==> src/rtl/conv_pkg.sv <==
// Shared types and constants for the 3x3 convolution window sequencer.
package conv_pkg;

    // Frame-level controller states.
    typedef enum logic [1:0] {
        ST_IDLE   = 2'd0,
        ST_STREAM = 2'd1,
        ST_DRAIN  = 2'd2,
        ST_DONE   = 2'd3
    } conv_state_t;

    localparam int PIX_W = 8;
    localparam int KWIN  = 3;
    localparam int VEC_W = 72;

    // Number of valid (unpadded) 3x3 output positions in a w x h frame.
    function automatic logic [15:0] out_total(input int w, input int h);
        return 16'((w - 2) * (h - 2));
    endfunction

    // Shift the packed window left one column and insert a new right column.
    // Byte k = KWIN*r + c; c = 0 is the oldest column, r = 0 the top row.
    function automatic logic [VEC_W-1:0] shift_in_column(
        input logic [VEC_W-1:0] win,
        input logic [PIX_W-1:0] top,
        input logic [PIX_W-1:0] mid,
        input logic [PIX_W-1:0] bot
    );
        logic [VEC_W-1:0] res;
        logic [PIX_W-1:0] col_new [KWIN];
        col_new[0] = top;
        col_new[1] = mid;
        col_new[2] = bot;
        res = win;
        for (int r = 0; r < KWIN; r++) begin
            for (int c = 0; c < KWIN - 1; c++) begin
                res[(KWIN*r + c)*PIX_W +: PIX_W] = win[(KWIN*r + c + 1)*PIX_W +: PIX_W];
            end
            res[(KWIN*r + KWIN - 1)*PIX_W +: PIX_W] = col_new[r];
        end
        return res;
    endfunction

endpackage

==> src/rtl/line_buffer.sv <==
// Single-row pixel store: asynchronous read, synchronous write to the same
// address, so a read in the write cycle returns the old (previous-row) value.
module line_buffer #(
    parameter int DEPTH = 28,
    parameter int W     = 8,
    parameter int AW    = $clog2(DEPTH)
) (
    input  logic          clk,
    input  logic          we_i,
    input  logic [AW-1:0] addr_i,
    input  logic [W-1:0]  wdata_i,
    output logic [W-1:0]  rdata_o
);

    logic [W-1:0] mem_q [DEPTH];

    assign rdata_o = mem_q[addr_i];

    // Contents are never cleared; rows are fully rewritten before they are used.
    always_ff @(posedge clk) begin
        if (we_i) begin
            mem_q[addr_i] <= wdata_i;
        end
    end

endmodule

==> src/rtl/conv_window_sequencer.sv <==
// Builds sliding 3x3 windows from a row-major pixel stream and tracks the
// engine's result strobes to detect frame completion.
//
// Handshake: a pixel is transferred on a rising edge where s_valid and
// s_ready are both high; s_ready depends only on the FSM state (high only in
// STREAM), and s_valid may drop at any time without disturbing the window.
module conv_window_sequencer
    import conv_pkg::*;
#(
    parameter int IMG_W = 28,
    parameter int IMG_H = 28
) (
    input  logic              clk,
    input  logic              rst_n,
    input  logic              start,
    output logic              busy,
    output logic              done,
    input  logic [PIX_W-1:0]  s_pixel,
    input  logic              s_valid,
    output logic              s_ready,
    output logic [VEC_W-1:0]  img_vector,
    output logic              img_vector_valid,
    input  logic              eng_pixel_valid,
    output logic [15:0]       out_count,
    output conv_state_t       dbg_state_o
);

    localparam int CW = $clog2(IMG_W);
    localparam int RW = $clog2(IMG_H);
    localparam logic [CW-1:0] COL_LAST = CW'(IMG_W - 1);
    localparam logic [RW-1:0] ROW_LAST = RW'(IMG_H - 1);
    localparam logic [15:0]   TOTAL    = out_total(IMG_W, IMG_H);

    conv_state_t      state_q, state_d;
    logic [RW-1:0]    row_q, row_d;
    logic [CW-1:0]    col_q, col_d;
    logic [VEC_W-1:0] win_q, win_d;
    logic [VEC_W-1:0] vec_q, vec_d;
    logic             vld_q, vld_d;
    logic [15:0]      cnt_q, cnt_d;
    logic [PIX_W-1:0] lb0_rd, lb1_rd;
    logic             accept;
    logic             last_pix;
    logic             clear;
    logic             counting;

    assign accept   = s_valid && (state_q == ST_STREAM);
    assign last_pix = (row_q == ROW_LAST) && (col_q == COL_LAST);
    assign clear    = (state_q == ST_IDLE) && start;
    assign counting = (state_q == ST_STREAM) || (state_q == ST_DRAIN);

    // lb0 holds the previous row, lb1 the row before it.
    line_buffer #(.DEPTH(IMG_W), .W(PIX_W), .AW(CW)) lb0 (
        .clk     (clk),
        .we_i    (accept),
        .addr_i  (col_q),
        .wdata_i (s_pixel),
        .rdata_o (lb0_rd)
    );

    line_buffer #(.DEPTH(IMG_W), .W(PIX_W), .AW(CW)) lb1 (
        .clk     (clk),
        .we_i    (accept),
        .addr_i  (col_q),
        .wdata_i (lb0_rd),
        .rdata_o (lb1_rd)
    );

    // Datapath next-state: counters, window shift, emission and result count.
    always_comb begin
        row_d = row_q;
        col_d = col_q;
        win_d = win_q;
        vec_d = vec_q;
        vld_d = 1'b0;
        cnt_d = cnt_q;
        if (clear) begin
            row_d = '0;
            col_d = '0;
            win_d = '0;
            cnt_d = '0;
        end
        if (accept) begin
            win_d = shift_in_column(win_q, lb1_rd, lb0_rd, s_pixel);
            // Stale columns from the previous row are shifted out by col 2.
            if ((row_q >= RW'(2)) && (col_q >= CW'(2))) begin
                vec_d = win_d;
                vld_d = 1'b1;
            end
            if (col_q == COL_LAST) begin
                col_d = '0;
                row_d = row_q + RW'(1);
            end else begin
                col_d = col_q + CW'(1);
            end
        end
        if (eng_pixel_valid && counting) begin
            cnt_d = cnt_q + 16'd1;
        end
    end

    // FSM next-state and state-decoded outputs.
    always_comb begin
        state_d = state_q;
        busy    = 1'b0;
        done    = 1'b0;
        s_ready = 1'b0;
        case (state_q)
            ST_IDLE: begin
                if (start) state_d = ST_STREAM;
            end
            ST_STREAM: begin
                busy    = 1'b1;
                s_ready = 1'b1;
                if (accept && last_pix) state_d = ST_DRAIN;
            end
            ST_DRAIN: begin
                busy = 1'b1;
                // Use the post-increment count so the final strobe ends DRAIN at once.
                if (cnt_d == TOTAL) state_d = ST_DONE;
            end
            ST_DONE: begin
                done    = 1'b1;
                state_d = ST_IDLE;
            end
            default: state_d = ST_IDLE;
        endcase
    end

    // State and datapath registers with synchronous active-low reset.
    always_ff @(posedge clk) begin
        if (!rst_n) begin
            state_q <= ST_IDLE;
            row_q   <= '0;
            col_q   <= '0;
            win_q   <= '0;
            vec_q   <= '0;
            vld_q   <= 1'b0;
            cnt_q   <= '0;
        end else begin
            state_q <= state_d;
            row_q   <= row_d;
            col_q   <= col_d;
            win_q   <= win_d;
            vec_q   <= vec_d;
            vld_q   <= vld_d;
            cnt_q   <= cnt_d;
        end
    end

    assign img_vector       = vec_q;
    assign img_vector_valid = vld_q;
    assign out_count        = cnt_q;
    assign dbg_state_o      = state_q;

endmodule
==> config.mk <==
export PLATFORM = sky130hd
export DESIGN_NAME = conv_window_sequencer
export DESIGN_NICKNAME = d
export VERILOG_FILES = /design/src/rtl/conv_pkg.sv /design/src/rtl/line_buffer.sv /design/src/rtl/conv_window_sequencer.sv
export SDC_FILE = /design/constraint.sdc
export NUM_CORES = 1
export LEC_CHECK = 0
export ABC_AREA = 1
export CAP_MARGIN = 30
export CORE_ASPECT_RATIO = 1.75
export CORE_UTILIZATION = 55
export DETAILED_ROUTE_END_ITERATION = 16
export GPL_ROUTABILITY_DRIVEN = 0
export PLACE_DENSITY = 0.74
export SYNTH_ARGS = -nofsm -noshare
export SYNTH_HDL_FRONTEND = slang
export SYNTH_SLANG_ARGS = --single-unit
==> constraint.sdc <==
create_clock -name clk -period 2.6 [get_ports clk]
set_input_delay 0.52 -clock clk [delete_from_list [all_inputs] [get_ports clk]]
set_output_delay 0.52 -clock clk [all_outputs]
set_load 0.1 [all_outputs]
==> impl_metrics.json <==
{
  "status": "finished clean",
  "synthTopCellsByArea": "edfxtp_1 57%, dfxtp_1 13%, nand2_1 5.4%, o21ai_0 5.0%, nor2_1 4.7%",
  "leakage_nw": 9.50,
  "ant_nets": 0,
  "crit_type": "flip-flop to flip-flop",
  "cap_viol_max_count": 0,
  "power.total_mw": 21.8,
  "r2r_cells": 12,
  "overflow": 0,
  "synth_fa_ha_area_share_pct": 0.633,
  "numPortBuffers": 106,
  "dr.pass1.iters": 5,
  "hold_viol": 0,
  "hp-start": "win_q[36]",
  "rsz0062_at_grt": "false",
  "synth_cell_types": 43,
  "slew_headroom_pct": 48.4,
  "final_util_pct": 64.8,
  "synthXorXnorAreaFrac_pct": 0.0738,
  "synthMuxAreaShare_pct": 0,
  "cts_buffer_depth": 3,
  "yosysWarningCount": 0,
  "period_needed_ns": 2.38,
  "hold-worst-slack_ns": 0.464,
  "synth-edff-count": 448,
  "grt_pass1_wl_um": 92600,
  "grt_usage_pct": 27.1,
  "ys.flop_type": "edfxtp_1",
  "start_kind": "flip-flop",
  "drive_above_1_share_pct": 15.8,
  "htreeDepth": 2,
  "cts.sinks": 602,
  "cts_buffers": 49,
  "syn_area_per_cell_sq_um": 11.3,
  "critPathMaxFanout": 42,
  "nets": 2251,
  "worstMarginPinSlew_ns": 0.772,
  "wire_per_inst_um": 21.1,
  "finalClockSkew_ns": 0.0316,
  "clock_latency_ns": 0.60,
  "grt_pass1_vias": 16900,
  "clock-root-buffer": "clkbuf_16",
  "cts_tree": "done",
  "slew_viol_final": 0,
  "post-route-period-util_pct": 91.4,
  "worstSetupEndpointType": "flip-flop",
  "hold_depth": 2,
  "finalSetupViolations": 0,
  "ys_seq_elements": 602,
  "min_to": "win_q[36]",
  "die_height_um": 277,
  "die_width_um": 159,
  "r2r_slack_ns": 0.22,
  "die_area_sq_um": 44000,
  "design_area_sq_um": 27600,
  "antenna_found_initial": 1,
  "grt_max_degree": 94,
  "synth-simple-area-share_pct": 13.2,
  "hold_buffers": 0,
  "synthCells": 2095,
  "io_pins": 107,
  "first_iter_violations": 1514,
  "yosys.area.top_type_share_pct": 56.7,
  "seq_area_frac_synth_pct": 69.7,
  "async_flop_share_pct": 0,
  "rows": 100,
  "setup_tns_ns": 0,
  "cp_data_arrival_time_ns": 2.90,
  "fmax_mhz": 421,
  "clk_pin_slew_ns": 0.07,
  "cp.required_ns": 3.13,
  "synth_compound_area_share_pct": 12.5,
  "powerDensity_nw_per_um2": 791,
  "vias": 16800,
  "coreArea_sq_um": 42500,
  "worst_r2r_endpoint": "win_q[44]",
  "place.detailed.hpwl_um": 38100,
  "wirelength_um": 59800,
  "syn_area_sq_um": 23700,
  "syn2layout_area_growth_pct": 16.2,
  "max-vdd-ir-drop_mv": 0.908,
  "synth_area_leader_cell": "edfxtp_1",
  "synth_top_family_by_area": "simple AND/OR/NAND/NOR gates",
  "avgViaCountPerCell": 5.92,
  "syn-num-nets": 2120,
  "place_area_sq_um": 25900,
  "drc": 0,
  "hp-class": "flip-flop to flip-flop",
  "initial_core_util_pct": 55.8
}
[layout make-up]
class                   instances  area, sq um
flip-flops and latches        602        16600
repair buffers                216         2080
multi-input cells            1297         6370
clock inverters                36          383
inverters                      60          235
diodes                          1         2.50
fillers                      3139        15000
clock buffers                  56         1250
well taps                     561          702
[metrics by stage]
stage	setup WS [ns]	std cells
5_1_grt	0.0417	2828
3_3_place_gp	0.167	2736
3_5_place_dp	0.140	2736
2_1_floorplan	0.0491	2095
4_1_cts	0.109	2828
6_report	0.224	2829
[routing by layer]
| metal | part of all wire [%] | vias to the layer above | track usage (%) |
|---|---|---|---|
| li1 | - | 7705 | - |
| met1 | 36 | 8170 | 30.3 |
| met2 | 54 | 703 | 50.1 |
| met3 | 6.2 | 175 | 3.80 |
| met4 | 4.1 | 2 | 13.6 |
| met5 | 0.025 | - | 0 |
[kinds of logic (layout without fill, tap and decap cells)]
kind of cell    Yosys count  count (layout)
compound gates          518             518
simple gates            765             765
fa+ha+maj                12              12
other cells               0               1
buf+inv                 196             368
xor+xnor                  2               2
flops                   602             602
[repair_timing]
action                     CTS  global route
gates resized for setup      0             1
buffers inserted             0             0
setup endpoints to repair    0            18
[synthesized netlist by cell type (10+ instances only)]
library cell / instances
inv_1: 41
ha_1: 12
nand3_1: 92
nor2_1: 299
o221ai_1: 64
o21ai_1: 25
nand2_1: 341
o21ai_0: 235
dfxtp_1: 154
a21oi_1: 131
edfxtp_1: 448
buf_2: 45
inv_2: 15
buf_6: 10
buf_4: 13
clkbuf_1: 59
o22ai_1: 37
[state kept, by name (all words and copies together) (netlist names), named ones only]
signal and flops:
lb0.mem_q 224, lb1.mem_q 224, img_vector 72, win_q 48, out_count 16, col_q 5, row_q 5, dbg_state_o 2
img_vector_valid 1
[worst max-delay path, stage by stage (launching register included)]
cell,delay (ns)
dfxtp_4,0.39
inv_6,0.26
buf_12,0.27
nor2_1,0.06
nor2_1,0.08
o21ai_0,0.10
o211ai_1,0.11
nand3_1,0.14
nand2_1,0.10
o21a_1,0.36
buf_12,0.22
nand2_1,0.06
a21oi_1,0.15
[worst max-delay path by stage]
stage | endpoint | slack, ns | cells after the start
6_report | win_q[44] | 0.22 | 12
5_1_grt | img_vector[42] | 0.04 | 11
4_1_cts | win_q[42] | 0.11 | 11
3_5_place_dp | dbg_state_o[1] | 0.14 | 12
3_3_place_gp | dbg_state_o[1] | 0.17 | 14
2_1_floorplan | dbg_state_o[1] | 0.05 | 16
[power breakdown]
group,switching (mW),internal [mW],total [mW]
sequential,0.124,10.7,10.8
combinational,2.45,0.936,3.39
clock,3.39,4.19,7.58
total,5.97,15.8,21.8
[cell usage in the layout (no fill, tap or decap), types with 3 or more instances in the layout]
cell | Yosys | routed
o211ai_1 | 6 | 6
edfxtp_1 | 448 | 448
nand3_2 | 3 | 3
nand2_1 | 341 | 340
clkinv_1 | 2 | 13
nand3_1 | 92 | 92
dfxtp_4 | 0 | 4
clkinvlp_2 | 0 | 3
clkbuf_16 | 0 | 49
clkinvlp_4 | 0 | 3
o21bai_1 | 8 | 8
nand2_2 | 6 | 7
clkinv_2 | 0 | 7
nor2_2 | 5 | 32
a221o_1 | 3 | 3
nor2_4 | 5 | 5
clkbuf_1 | 59 | 7
dfxtp_1 | 154 | 149
o21ai_0 | 235 | 235
inv_2 | 15 | 15
o21ai_1 | 25 | 25
buf_12 | 0 | 34
o221ai_1 | 64 | 64
o21a_1 | 3 | 3
bufinv_16 | 0 | 7
ha_1 | 12 | 10
a21oi_1 | 131 | 131
o22ai_1 | 37 | 37
clkdlybuf4s50_1 | 0 | 12
inv_6 | 0 | 3
inv_1 | 41 | 40
buf_4 | 13 | 170
nor2_1 | 299 | 272
nand4_1 | 4 | 4
Power figures use the tool's default switching activity.
